## config.mk

```make
export PLATFORM = sky130hd
export DESIGN_NAME = mul_request_sequencer
export DESIGN_NICKNAME = d
export VERILOG_FILES = /design/src/rtl/mul_request_sequencer_pkg.sv /design/src/rtl/mul_request_sequencer_counter.sv /design/src/rtl/mul_request_sequencer.sv
export SDC_FILE = /design/constraint.sdc
export NUM_CORES = 1
export LEC_CHECK = 0
export BUFFER_PORTS_ARGS = -buffer_cell sky130_fd_sc_hd__buf_2
export CAP_MARGIN = 20
export CORE_MARGIN = 5
export CORE_UTILIZATION = 42
export CTS_CLUSTER_DIAMETER = 30
export DETAILED_ROUTE_END_ITERATION = 10
export GPL_TIMING_DRIVEN = 1
export PLACE_DENSITY = 0.73
export REMOVE_ABC_BUFFERS = 1
export SLEW_MARGIN = 20
export SYNTH_ARGS = -nofsm -noshare
export SYNTH_HDL_FRONTEND = slang
export SYNTH_SLANG_ARGS = --single-unit
```

## constraint.sdc

```tcl
create_clock -name clk_i -period 2.1 [get_ports clk_i]
set_clock_uncertainty 0.2 [all_clocks]
set_input_delay 0.105 -clock clk_i [delete_from_list [all_inputs] [get_ports clk_i]]
set_output_delay 0.105 -clock clk_i [all_outputs]
set_load 0.05 [all_outputs]
```

## src/rtl/mul_request_sequencer_pkg.sv

```systemverilog
// rtl/mul_request_sequencer_pkg.sv - shared modes, error codes and state encoding for the multiplier issue stage
package mul_request_sequencer_pkg;

    localparam logic [1:0] CM_8X8     = 2'b00;
    localparam logic [1:0] CM_DUAL8   = 2'b01;
    localparam logic [1:0] CM_16X16   = 2'b10;
    localparam logic [1:0] CM_ILLEGAL = 2'b11;

    localparam logic [1:0] ERR_NONE    = 2'b00;
    localparam logic [1:0] ERR_TIMEOUT = 2'b01;
    localparam logic [1:0] ERR_MODE    = 2'b10;

    typedef enum logic [1:0] {
        ST_IDLE  = 2'd0,
        ST_RUN   = 2'd1,
        ST_RESP  = 2'd2,
        ST_DRAIN = 2'd3
    } state_e;

endpackage

```

## src/rtl/mul_request_sequencer_counter.sv

```systemverilog
// rtl/mul_request_sequencer_counter.sv - RUN cycle counter with timeout compare and 8-bit saturated report
module sat_cycle_counter #(
    parameter int TIMEOUT_CYCLES = 32
) (
    input  logic       clk_i,
    input  logic       reset_i,
    input  logic       clear_i,
    input  logic       inc_i,
    output logic       first_o,
    output logic       timeout_o,
    output logic [7:0] cycles_o
);

    // Wide enough to reach the timeout even when it exceeds the 8-bit report range.
    localparam int CNT_W = (TIMEOUT_CYCLES > 255) ? $clog2(TIMEOUT_CYCLES + 1) : 8;
    localparam logic [CNT_W:0] TIMEOUT_VAL = (CNT_W + 1)'(TIMEOUT_CYCLES);
    localparam logic [CNT_W:0] SAT_VAL     = (CNT_W + 1)'(255);
    localparam logic [CNT_W:0] ONE         = (CNT_W + 1)'(1);

    logic [CNT_W-1:0] cnt_q, cnt_d;
    logic [CNT_W:0]   cnt_next;

    always_comb begin
        cnt_next = {1'b0, cnt_q} + ONE;
        cnt_d    = cnt_q;
        if (clear_i) begin
            cnt_d = '0;
        end else if (inc_i) begin
            cnt_d = cnt_next[CNT_W-1:0];
        end
    end

    always_ff @(posedge clk_i) begin
        if (reset_i) begin
            cnt_q <= '0;
        end else begin
            cnt_q <= cnt_d;
        end
    end

    assign first_o   = (cnt_q == '0);
    assign timeout_o = (cnt_next == TIMEOUT_VAL);
    assign cycles_o  = (cnt_next > SAT_VAL) ? 8'hFF : cnt_next[7:0];

endmodule

```

## src/rtl/mul_request_sequencer.sv

```systemverilog
// rtl/mul_request_sequencer.sv - issues one request at a time to the 16x16 multiplier and returns its tagged result
module mul_request_sequencer
    import mul_request_sequencer_pkg::*;
#(
    parameter int TAG_W          = 4,
    parameter int TIMEOUT_CYCLES = 32
) (
    input  logic             clk_i,
    input  logic             reset_i,
    input  logic             req_valid_i,
    output logic             req_ready_o,
    input  logic [1:0]       req_mode_i,
    input  logic [15:0]      req_a_i,
    input  logic [15:0]      req_b_i,
    input  logic [TAG_W-1:0] req_tag_i,
    output logic             mul_enable_o,
    output logic [1:0]       mul_cm_o,
    output logic [15:0]      mul_a_o,
    output logic [15:0]      mul_b_o,
    input  logic [31:0]      mul_product_i,
    input  logic             mul_data_valid_i,
    output logic             resp_valid_o,
    input  logic             resp_ready_i,
    output logic [31:0]      resp_product_o,
    output logic [TAG_W-1:0] resp_tag_o,
    output logic [1:0]       resp_err_o,
    output logic [7:0]       resp_cycles_o,
    output logic             busy_o
);

    state_e           state_q, state_d;
    logic             mul_enable_q, mul_enable_d;
    logic [1:0]       mul_cm_q, mul_cm_d;
    logic [15:0]      mul_a_q, mul_a_d;
    logic [15:0]      mul_b_q, mul_b_d;
    logic             resp_valid_q, resp_valid_d;
    logic [31:0]      resp_product_q, resp_product_d;
    logic [TAG_W-1:0] resp_tag_q, resp_tag_d;
    logic [1:0]       resp_err_q, resp_err_d;
    logic [7:0]       resp_cycles_q, resp_cycles_d;

    logic       cnt_clear, cnt_inc;
    logic       cnt_first, cnt_timeout;
    logic [7:0] cnt_cycles;

    sat_cycle_counter #(
        .TIMEOUT_CYCLES (TIMEOUT_CYCLES)
    ) u_counter (
        .clk_i     (clk_i),
        .reset_i   (reset_i),
        .clear_i   (cnt_clear),
        .inc_i     (cnt_inc),
        .first_o   (cnt_first),
        .timeout_o (cnt_timeout),
        .cycles_o  (cnt_cycles)
    );

    // A lingering data-valid from the previous operation blocks new issue.
    assign req_ready_o = (state_q == ST_IDLE) && !mul_data_valid_i;
    assign busy_o      = (state_q != ST_IDLE);

    always_comb begin
        state_d        = state_q;
        mul_enable_d   = mul_enable_q;
        mul_cm_d       = mul_cm_q;
        mul_a_d        = mul_a_q;
        mul_b_d        = mul_b_q;
        resp_valid_d   = resp_valid_q;
        resp_product_d = resp_product_q;
        resp_tag_d     = resp_tag_q;
        resp_err_d     = resp_err_q;
        resp_cycles_d  = resp_cycles_q;
        cnt_clear      = 1'b0;
        cnt_inc        = 1'b0;

        unique case (state_q)
            ST_IDLE: begin
                if (req_valid_i && req_ready_o) begin
                    resp_tag_d = req_tag_i;
                    if (req_mode_i == CM_ILLEGAL) begin
                        resp_product_d = '0;
                        resp_err_d     = ERR_MODE;
                        resp_cycles_d  = '0;
                        resp_valid_d   = 1'b1;
                        state_d        = ST_RESP;
                    end else begin
                        mul_a_d      = req_a_i;
                        mul_b_d      = req_b_i;
                        mul_cm_d     = req_mode_i;
                        mul_enable_d = 1'b1;
                        cnt_clear    = 1'b1;
                        state_d      = ST_RUN;
                    end
                end
            end
            ST_RUN: begin
                cnt_inc = 1'b1;
                // The first RUN cycle may still see the previous result's valid.
                if (!cnt_first && mul_data_valid_i) begin
                    resp_product_d = mul_product_i;
                    resp_err_d     = ERR_NONE;
                    resp_cycles_d  = cnt_cycles;
                    resp_valid_d   = 1'b1;
                    mul_enable_d   = 1'b0;
                    state_d        = ST_RESP;
                end else if (cnt_timeout) begin
                    resp_product_d = '0;
                    resp_err_d     = ERR_TIMEOUT;
                    resp_cycles_d  = cnt_cycles;
                    resp_valid_d   = 1'b1;
                    mul_enable_d   = 1'b0;
                    state_d        = ST_RESP;
                end
            end
            ST_RESP: begin
                if (resp_ready_i) begin
                    resp_valid_d = 1'b0;
                    state_d      = mul_data_valid_i ? ST_DRAIN : ST_IDLE;
                end
            end
            ST_DRAIN: begin
                mul_enable_d = 1'b0;
                if (!mul_data_valid_i) begin
                    state_d = ST_IDLE;
                end
            end
            default: begin
                state_d = ST_IDLE;
            end
        endcase
    end

    always_ff @(posedge clk_i) begin
        if (reset_i) begin
            state_q        <= ST_IDLE;
            mul_enable_q   <= 1'b0;
            mul_cm_q       <= '0;
            mul_a_q        <= '0;
            mul_b_q        <= '0;
            resp_valid_q   <= 1'b0;
            resp_product_q <= '0;
            resp_tag_q     <= '0;
            resp_err_q     <= '0;
            resp_cycles_q  <= '0;
        end else begin
            state_q        <= state_d;
            mul_enable_q   <= mul_enable_d;
            mul_cm_q       <= mul_cm_d;
            mul_a_q        <= mul_a_d;
            mul_b_q        <= mul_b_d;
            resp_valid_q   <= resp_valid_d;
            resp_product_q <= resp_product_d;
            resp_tag_q     <= resp_tag_d;
            resp_err_q     <= resp_err_d;
            resp_cycles_q  <= resp_cycles_d;
        end
    end

    assign mul_enable_o   = mul_enable_q;
    assign mul_cm_o       = mul_cm_q;
    assign mul_a_o        = mul_a_q;
    assign mul_b_o        = mul_b_q;
    assign resp_valid_o   = resp_valid_q;
    assign resp_product_o = resp_product_q;
    assign resp_tag_o     = resp_tag_q;
    assign resp_err_o     = resp_err_q;
    assign resp_cycles_o  = resp_cycles_q;

endmodule
```

==> metrics.md <==
| Metric | Value |
|---|---|
| Actual slew at the worst max-slew pin | 0.4276 ns |
| Final instance area | 0.005811 mm^2 |
| Final non-filler cell total | 768 |
| Initial DRT Pass Iterations | 4 |
| Clock buffer depth | 2 |
| Post-synth top area share | 0.5194 |
| # rows | 33 |
| Wirelength per Cell | 15.74 um |
| Crit path kind | flop to flop |
| R2r setup slk | -0.10 ns |
| Commonest non-fill, non-tap cell in the layout | buf_2 |
| CTS root buf | clkbuf_8 |
| Cells after Synth | 405 |
| Largest family of logic cells by synthesized area | compound AO/OA/AOI/OAI gates |
| Multiplexer share of the synthesized area | 0.002823 |
| Layout Nets | 736 |
| Core region area | 0.008217 mm^2 |
| CTS buffer count | 9 |
| Initial antenna violation count | 0 |
| Number of synthesis warnings | 0 |
| Seq cells post-synth | 92 |
| Vias in the first global route | 3882 |
| Initial Util | 0.4316 |
| Post-DP HPWL | 7348 um |
| Top cells by area, synth | dfxtp_1 (52%), nand2_1 (9.8%), a22o_1 (7.9%) |
| Routability congestion estimate | 0.9162 |
| Net Sw Frac | 0.2881 |
| RSZ-0062 raised after global routing | yes |
| Largest net degree at the start of global routing | 41 |
| P&R area growth vs syn | 63.87% |
| Xor and xnor area share after synthesis | 0.02223 |
| Max Cap Violations | 0 |
| Drt drc | 0 |
| Int Power | 2773 uW |
| Area after DPL | 0.004569 mm^2 |
| CP required | 2.20 ns |
| Failing checks | setup timing |
| Outcome | finished with violations |
| Combinational share of power | 0.196 |
| Global route overflow | 0 |
| H-tree levels | 3 |
| Post-synth ARST share | 0 |
| Crit-path cells | nor4_4 -> a31oi_2 -> a211o_1 -> buf_6 -> a21o_4 -> a21oi_4 -> buf_12 -> a22o_1 |
| Slew HR | 0.7113 |
| Clock power frac | 0.336 |
| Reg clk slew, reported paths | 0.09 ns |
| Port bufs | 158 |
| Total number of vias | 3968 |
| Sequential fraction of the synthesis area | 0.5194 |
| Fillers | 597 |
| CTS tree | built |
| Sink Count | 92 |
| Vias per inst | 5.167 |
| Hold Path Sink | state_q[0] |
| Cell Area, Synth | 0.003546 mm^2 |
| Critical path capture point type | flop |
| Startpoint types | flop |
| Final worst slack | -0.1032 ns |
| Synth Flop Type | dfxtp_1 |
| Global-route wire length before repair | 18650 um |
| Placed insts | 669 |
| Top achievable clock speed | 453.9 MHz |
| 1st-iter DRT viols | 258 |
| Fin util | 0.7072 |
| Static leakage | 0.002684 uW |
| Fin. Hold Viols | 0 |
| Synth Area per Inst | 8.755 um^2 |
| Setup TNS | -2.931 ns |
| GRT Util Overall | 0.2249 |
| Layout cells sized above 1 | 0.3710 |
| Antenna Nets Post-Route | 0 |
| Tmin final | 2.203 ns |
| Worst hold path depth | 5 |
| Final period utilization | 1.049 |
| # setup viols final | 43 |
| Worst-Skew Late Latency | 0.36 ns |
| Synth Area in Simple Gates | 0.1768 |
| FF-to-FF Start | u_counter.cnt_q[6] |
| HP Class | primary input to flop |
| Largest area contributor in the netlist | dfxtp_1 |
| EDFF count, synth | 0 |
| Critical register-to-register path endpoint | resp_product_o[4] |
| Chip width | 101.9 um |
| I/O pin count | 159 |
| Synth Area in Compound Gates | 0.2227 |
| Seq pwr share | 0.468 |
| Slowest stage cell on the critical path | dfxtp_4 |
| Die height | 101.9 um |
| Pins Over Slew Limit | 0 |
| Hold_sp | mul_data_valid_i |
| Die ar. | 0.01038 mm^2 |
| Crit path arrival time | 2.31 ns |
| Total power divided by cell area | 670.3 mW/mm^2 |
| Synth cell types | 41 |
| Max VDD drop | 0.0003942 V |
| Reg2Reg Depth | 8 |
| Switching pwr | 1122 uW |
| CP max stage delay | 0.37 ns |
| Commonest cells after routing, fill and taps aside | buf_2 (158), nand2_1 (93), dfxtp_1 (87) |
| CP max FO | 16 |
| Antenna diodes | 0 |
| DRT Wirelength | 12090 um |
| Adder-Cell Fraction of Synth Area | 0.007057 |
metrics by stage:
stage               power, uW  hold slack [ns]  worst slack [ns]
CTS                      3876          0.01244         -0.006412
global placement         2425           0.1198           -0.2684
finish                   3895          0.03079           -0.1032
global route             4049          0.07543           -0.1809
detailed placement       2435           0.1243           -0.3786
floorplan                2201         -0.02593           -0.4655
state kept, by name (all words and copies together), names as in the netlist:
register	cells
state_q	2
mul_a_o	16
resp_cycles_o	8
mul_b_o	16
resp_err_o	2
resp_valid_o	1
mul_enable_o	1
resp_product_o	32
resp_tag_o	4
mul_cm_o	2
u_counter.cnt_q	8
Yosys cell counts, types with 2 or more instances:
| library cell | n |
|---|---|
| nand2_1 | 93 |
| dfxtp_1 | 92 |
| a21oi_1 | 50 |
| a22o_1 | 32 |
| clkbuf_1 | 24 |
| nor2_1 | 22 |
| o21ai_0 | 14 |
| inv_1 | 7 |
| nor3_1 | 5 |
| o211ai_1 | 5 |
| xnor2_1 | 5 |
| a31oi_1 | 4 |
| and3_1 | 4 |
| buf_6 | 4 |
| xor2_1 | 4 |
| a31o_2 | 3 |
| and2_1 | 3 |
| nand3_1 | 3 |
| nand4_1 | 3 |
| a21o_1 | 2 |
| ha_1 | 2 |
| nand2b_1 | 2 |
| nor2b_1 | 2 |
| nor4_1 | 2 |
| or3_1 | 2 |
timing repair:
item / 4_1_cts / 5_1_grt
hold buffers: 72 / 0
endpoints found under the hold margin: 79 / 0
buffers inserted: 10 / 1
gates cloned: 1 / 0
resized for setup: 14 / 37
setup endpoints to repair: 42 / 46
pin swaps: 7 / 21
power groups by stage:
stage	Sequential [uW]	Combinational, uW	Clock [uW]
floorplan	2020	177	0
global placement	1860	564	0
detailed placement	1860	573	0
CTS	1820	714	1340
global route	1830	813	1410
finish	1820	763	1310
logic make-up after synthesis:
| kind of cell | Yosys count |
|---|---|
| mux | 1 |
| simple gates | 145 |
| fa+ha+maj | 2 |
| compound gates | 119 |
| flops | 92 |
| xor+xnor | 9 |
| buf+inv | 37 |
area by class of cell:
| class | count | area, um^2 | share of cell area |
|---|---|---|---|
| Clock inverter | 6 | 96.34 | 0.01658 |
| Multi-Input combinational cell | 277 | 1684 | 0.2898 |
| Timing Repair Buffer | 272 | 1893 | 0.3258 |
| Clock buffer | 9 | 123.9 | 0.02132 |
| Sequential cell | 92 | 1856 | 0.3193 |
| Inverter | 7 | 26.28 | 0.004522 |
| Tap cell | 105 | 131.4 | 0.02261 |
critical path, delay by kind of cell, from the launching register on:
kind            cells  cell delay (ns)
compound gates      5             0.98
simple gates        1             0.31
flops               1             0.37
buf+inv             2             0.28
routing by layer:
layer | share of wire | vias up | GRT usage
met5 | 0 | - | 0
met1 | 0.39 | 1858 | 0.2660
met3 | 0.096 | 24 | 0.06416
met4 | 0.021 | 0 | 0.07568
met2 | 0.50 | 175 | 0.3929
li1 | - | 1911 | -
how the worst max path moves through the flow:
stage                            start            endpoint  slack (ns)  cells past startpoint
floorplan                   state_q[0]        mul_enable_o       -0.47                      5
global placement    u_counter.cnt_q[2]  resp_product_o[31]       -0.27                      6
detailed placement  u_counter.cnt_q[2]  resp_product_o[29]       -0.38                      6
CTS                 u_counter.cnt_q[2]   resp_product_o[8]      -0.006                      8
global route        u_counter.cnt_q[6]   resp_product_o[2]       -0.18                      8
finish              u_counter.cnt_q[6]   resp_product_o[4]       -0.10                      8
(Power assumes the default switching activity.)
